==> src/rtl/cbu_pkg.sv <==
// Shared definitions for the conditional branch unit: condition codes, FSM
// states, icc bit positions and the cc-op opcode pattern.
package cbu_pkg;

  localparam int unsigned ICC_N = 3;
  localparam int unsigned ICC_Z = 2;
  localparam int unsigned ICC_C = 1;
  localparam int unsigned ICC_V = 0;
  localparam int unsigned CNT_W = 16;

  // op[5:4] value marking an instruction that writes icc
  localparam logic [1:0] CC_OP_PAT = 2'b01;

  typedef enum logic [3:0] {
    COND_BN   = 4'b0000,
    COND_BE   = 4'b0001,
    COND_BLE  = 4'b0010,
    COND_BL   = 4'b0011,
    COND_BLEU = 4'b0100,
    COND_BCS  = 4'b0101,
    COND_BNEG = 4'b0110,
    COND_BVS  = 4'b0111,
    COND_BA   = 4'b1000,
    COND_BNE  = 4'b1001,
    COND_BG   = 4'b1010,
    COND_BGE  = 4'b1011,
    COND_BGU  = 4'b1100,
    COND_BCC  = 4'b1101,
    COND_BPOS = 4'b1110,
    COND_BVC  = 4'b1111
  } cond_e;

  typedef enum logic [1:0] {
    ST_IDLE  = 2'd0,
    ST_DELAY = 2'd1,
    ST_ANNUL = 2'd2
  } state_e;

endpackage

==> src/rtl/cond_eval.sv <==
// Combinational branch-condition evaluator: cond[2:0] selects a base
// predicate on {N,Z,C,V}, cond[3] inverts it (0000 never / 1000 always).
module cond_eval
  import cbu_pkg::*;
(
  input  logic [3:0] icc,
  input  logic [3:0] cond,
  output logic       taken
);

  logic n_f, z_f, c_f, v_f;
  logic base;

  assign n_f = icc[ICC_N];
  assign z_f = icc[ICC_Z];
  assign c_f = icc[ICC_C];
  assign v_f = icc[ICC_V];

  always_comb begin
    base = 1'b0;
    case (cond[2:0])
      3'd0:    base = 1'b0;
      3'd1:    base = z_f;
      3'd2:    base = z_f | (n_f ^ v_f);
      3'd3:    base = n_f ^ v_f;
      3'd4:    base = c_f | z_f;
      3'd5:    base = c_f;
      3'd6:    base = n_f;
      3'd7:    base = v_f;
      default: base = 1'b0;
    endcase
    taken = base ^ cond[3];
  end

endmodule

==> src/rtl/cond_branch_unit.sv <==
// Integer condition-code register plus delayed-branch / annul FSM.
// Optional branch statistics counters are enabled by defining BR_STATS_EN.
module cond_branch_unit
  import cbu_pkg::*;
#(
  parameter int unsigned CC_W = 4
) (
  input  logic            clk,
  input  logic            reset,
  input  logic [5:0]      op,
  input  logic            alu_N,
  input  logic            alu_Z,
  input  logic            alu_C,
  input  logic            alu_V,
  input  logic            adv,
  input  logic            br_valid,
  input  logic [3:0]      cond,
  input  logic            annul_bit,
  output logic [CC_W-1:0] icc,
  output logic            ci,
  output logic            br_taken,
  output logic            annul_slot,
  output logic [1:0]      st
`ifdef BR_STATS_EN
  ,
  output logic [CNT_W-1:0] br_count,
  output logic [CNT_W-1:0] br_taken_count
`endif
);

  logic [CC_W-1:0] icc_q;
  state_e          state_q;
  logic            br_taken_q;
  logic            taken;
  logic            accept_c;
  logic            annul_c;
  logic            icc_we_c;
  logic            unused_op;

  assign unused_op = ^op[3:0];

  // Branch uses the registered (pre-write) icc even if a cc-op retires alongside.
  cond_eval u_cond_eval (
    .icc   (icc_q[3:0]),
    .cond  (cond),
    .taken (taken)
  );

  always_comb begin
    accept_c = adv & br_valid & ((state_q == ST_IDLE) | (state_q == ST_DELAY));
    annul_c  = annul_bit & (~taken | (cond == 4'(COND_BA)));
    icc_we_c = adv & (op[5:4] == CC_OP_PAT) & (state_q != ST_ANNUL);
  end

  always_ff @(posedge clk) begin
    if (reset) begin
      icc_q      <= '0;
      state_q    <= ST_IDLE;
      br_taken_q <= 1'b0;
    end else begin
      if (icc_we_c) icc_q <= CC_W'({alu_N, alu_Z, alu_C, alu_V});
      br_taken_q <= accept_c & taken;
      case (state_q)
        ST_IDLE, ST_DELAY: begin
          if (accept_c)  state_q <= annul_c ? ST_ANNUL : ST_DELAY;
          else if (adv)  state_q <= ST_IDLE;
        end
        ST_ANNUL: if (adv) state_q <= ST_IDLE;
        default:  state_q <= ST_IDLE;
      endcase
    end
  end

`ifdef BR_STATS_EN
  logic [CNT_W-1:0] br_count_q;
  logic [CNT_W-1:0] br_taken_count_q;

  // Saturating statistics counters
  always_ff @(posedge clk) begin
    if (reset) begin
      br_count_q       <= '0;
      br_taken_count_q <= '0;
    end else if (accept_c) begin
      if (br_count_q != '1) br_count_q <= br_count_q + CNT_W'(1);
      if (taken && (br_taken_count_q != '1)) br_taken_count_q <= br_taken_count_q + CNT_W'(1);
    end
  end

  assign br_count       = br_count_q;
  assign br_taken_count = br_taken_count_q;
`endif

  assign icc        = icc_q;
  assign ci         = icc_q[ICC_C];
  assign br_taken   = br_taken_q;
  assign annul_slot = (state_q == ST_ANNUL);
  assign st         = state_q;

endmodule

==> config.mk <==
export PLATFORM = sky130hd
export DESIGN_NAME = cond_branch_unit
export DESIGN_NICKNAME = d
export VERILOG_FILES = /design/src/rtl/cbu_pkg.sv /design/src/rtl/cond_eval.sv /design/src/rtl/cond_branch_unit.sv
export SDC_FILE = /design/constraint.sdc
export NUM_CORES = 1
export LEC_CHECK = 0
export CAP_MARGIN = 20
export CORE_AREA = 3 3 40 42
export DETAILED_ROUTE_END_ITERATION = 8
export DIE_AREA = 0 0 43 45
export PLACE_DENSITY_LB_ADDON = 0.1
export SLEW_MARGIN = 20
export SYNTH_ARGS = -nofsm -noshare
export SYNTH_HDL_FRONTEND = slang
export SYNTH_SLANG_ARGS = --single-unit
==> constraint.sdc <==
create_clock -name clk -period 2.4 [get_ports clk]
set_input_delay 0.36 -clock clk [delete_from_list [all_inputs] [get_ports clk]]
set_output_delay 0.36 -clock clk [all_outputs]
set_load 0.005 [all_outputs]
==> flow_metrics.env <==
export IMPL_status="complete, no violations"
export IMPL_worst_pin_slew_ns=0.414
export IMPL_p_sw_frac=0.235
export IMPL_min_period_over_period=0.752
export IMPL_fin_worst_skew_ns=0.00591
export IMPL_syn_nets=67
export IMPL_route_vias_total=418
export IMPL_yosysWarnings=0
export IMPL_p_clk_frac=0.359
export IMPL_cp_max_fo=5
export IMPL_critical_path_arrival_ns=1.45
export IMPL_reg2reg_from="icc[0]$_SDFFE_PP0P_"
export IMPL_syn_area_per_cell_um2=7.95
export IMPL_grt_pass1_wl_um=1510
export IMPL_fin_ws_ns=0.595
export IMPL_start_kind="flip-flop"
export IMPL_crit_slowest_cell="clkdlybuf4s50_1"
export IMPL_postCtsSetupBuffers=0
export IMPL_synthToLayoutAreaGrowth_pct=69.2
export IMPL_grt_max_degree=9
export IMPL_drc_errors=0
export IMPL_htree_levels=1
export IMPL_detail_route_iter0_violations=4
export IMPL_place_gp_congestion=0.680
export IMPL_yosysTopAreaCell="dfxtp_1"
export IMPL_report_power_total_mw=0.295
export IMPL_fin_tns_setup_ns=0
export IMPL_first_pass_iters=4
export IMPL_min_delay_worst_endpoint="icc[1]$_SDFFE_PP0P_"
export IMPL_rr_worst_depth=6
export IMPL_portBuffers=23
export IMPL_holdWs_ns=0.546
export IMPL_grt_pass1_vias=364
export IMPL_power_switching_mw=0.0693
export IMPL_hold_violations=0
export IMPL_clock_root_buffer="clkbuf_4"
export IMPL_multiInputGateArea_um2=223
export IMPL_max_cap_violations=0
export IMPL_sequentialPowerShare=0.425
export IMPL_worst_ir_drop_vdd_mv=0.245
export IMPL_syn_inst=48
export IMPL_core_um2=1280
export IMPL_ant_nets=0
export IMPL_layout_drive_gt1_share=0.0822
export IMPL_fillers=134
export IMPL_critPathKind="reg -> out"
export IMPL_synth_seq_cells=7
export IMPL_path_cells="nor2b_1, clkdlybuf4s50_1"
export IMPL_setup_viol=0
export IMPL_r2r_setup_slack_ns=0.93
export IMPL_n_antenna_cell=0
export IMPL_final_max_slew_violation_count=0
export IMPL_hp_class="reg -> reg"
export IMPL_num_rows=13
export IMPL_fp_dieArea_um2=1940
export IMPL_power_density_nw_per_um2=456
export IMPL_rsz0062_at_grt="no"
export IMPL_required_ns=2.04
export IMPL_cts_path_max_buffers=2
export IMPL_cts_buffers=3
export IMPL_max_stage_delay_ns=0.55
export IMPL_pre_cts_ws_ns=0.367
export IMPL_regToRegEndpoint="st[0]$_SDFF_PP0_"
export IMPL_antenna_found_initial=0
export IMPL_power_leakage_nw=0.236
export IMPL_critPathCaptureType="output port"
export IMPL_cts_sinks=7
export IMPL_combPwrFrac=0.216
export IMPL_num_io_pins=28
export IMPL_cts_tree="built"
export IMPL_worstHoldPathCells=2
export IMPL_fin_nets=93
export IMPL_vias_per_cell=4.75
export IMPL_drt_total_wl_um=915
export IMPL_fmax_mhz=554
export IMPL_die_w_um=43
export IMPL_p_int_mw=0.225
export IMPL_cts_resized=0
export IMPL_grt_usage=0.106
export IMPL_die_height_um=45
export IMPL_worstHoldStart="icc[1]$_SDFFE_PP0P_"
export IMPL_maxSlewHeadroom=0.723
export IMPL_seq_area_um2=140
export IMPL_fin_crit_ns=1.81
export IMPL_synth_area_leaders="dfxtp_1 37%, mux2i_1 10%, nor2_1 7.9%"
export IMPL_worstSkewPairLatency_ns=0.25
export IMPL_yosysTopAreaCellShare=0.367
export IMPL_wire_per_inst_um=10.4
export IMPL_grt_overflow=0
export IMPL_cts_hold_buf=0
export IMPL_start_util=0.297
export IMPL_yosysSeqAreaShare=0.367
export IMPL_synthesis_area_um2=382
export IMPL_dp_hpwl_um=754
export IMPL_ys_types=23
export IMPL_path_clk_slew_ns=0.06
placed cells by master, fill, tap and decap left out, types with 2 or more instances in the layout:
master and instances:
clkdlybuf4s50_1 23, nor2_1 8, dfxtp_1 7, nand2_1 5, mux2i_1 4, clkbuf_4 3
nor2b_1 2, nand2b_1 2, nor3_1 2, inv_1 2, o21ai_0 2
cells by family after synthesis:
group | after synthesis | share of synthesized area
compound gates | 9 | 0.164
xor+xnor | 1 | 0.0230
buf+inv | 4 | 0.0492
flops | 7 | 0.367
mux | 4 | 0.105
simple gates | 23 | 0.292
flip-flops by register name, summed over array words and instances (netlist names):
name and flops:
icc 4, st 2, br_taken 1
metrics by stage:
| stage | std cells | area [µm²] | utilization |
|---|---|---|---|
| floorplan | 48 | 382 | - |
| detailed placement | 84 | 619 | 0.482 |
| CTS | 88 | 646 | 0.502 |
| finish | 88 | 646 | 0.502 |
| global placement | 84 | 619 | 0.482 |
| global route | 88 | 646 | 0.502 |
cell type report:
type	instances	share of cell area
well taps	15	0.0291
clock buffers	4	0.0407
repair buffers	23	0.357
multi-input cells	37	0.345
flip-flops and latches	7	0.217
inverters	2	0.0116
Yosys cell counts (all sizes together):
cell and number:
inv 2, nand2 6, a32o 1, dfxtp 7
nor2b 2, a22oi 1, nand2b 2, nand3 1
nor2 8, o221ai 1, o22ai 1, mux2i 4
a21oi 1, or3 1, nor3 3, o41ai 1
xor2 1, o21ai 3, buf 2
power groups by stage:
stage | clock network [mW] | registers (mW) | logic, mW
2_1_floorplan | 0 | 0.127 | 0.0237
3_5_place_dp | 0 | 0.128 | 0.0638
4_1_cts | 0.111 | 0.125 | 0.0643
3_3_place_gp | 0 | 0.128 | 0.0637
6_report | 0.106 | 0.125 | 0.0636
5_1_grt | 0.120 | 0.126 | 0.0695
per-layer routing:
layer	part of all wire	vias up	global-route usage
met5	0	-	0
met4	0.0098	0	0.0542
met3	0.091	2	0.0398
met2	0.44	16	0.159
met1	0.46	181	0.133
li1	-	219	-
critical path: cells and delay by family, from the launching register on:
| family | cells | cell delay, ns |
|---|---|---|
| buffers and inverters | 1 | 0.55 |
| DFF | 1 | 0.39 |
| and+or+nand+nor | 1 | 0.26 |
worst max path at each step:
stage                     start          endpoint  slack [ns]  depth (start not counted)
2_1_floorplan           cond[0]  st[1]$_SDFF_PP0_        1.08                          6
3_3_place_gp            cond[2]  st[0]$_SDFF_PP0_        0.40                          7
3_5_place_dp            cond[2]  st[0]$_SDFF_PP0_        0.37                          7
4_1_cts        st[1]$_SDFF_PP0_        annul_slot        0.57                          2
5_1_grt        st[1]$_SDFF_PP0_        annul_slot        0.47                          2
6_report       st[1]$_SDFF_PP0_        annul_slot        0.59                          2
Note: power is estimated with default switching activity, not from simulation.
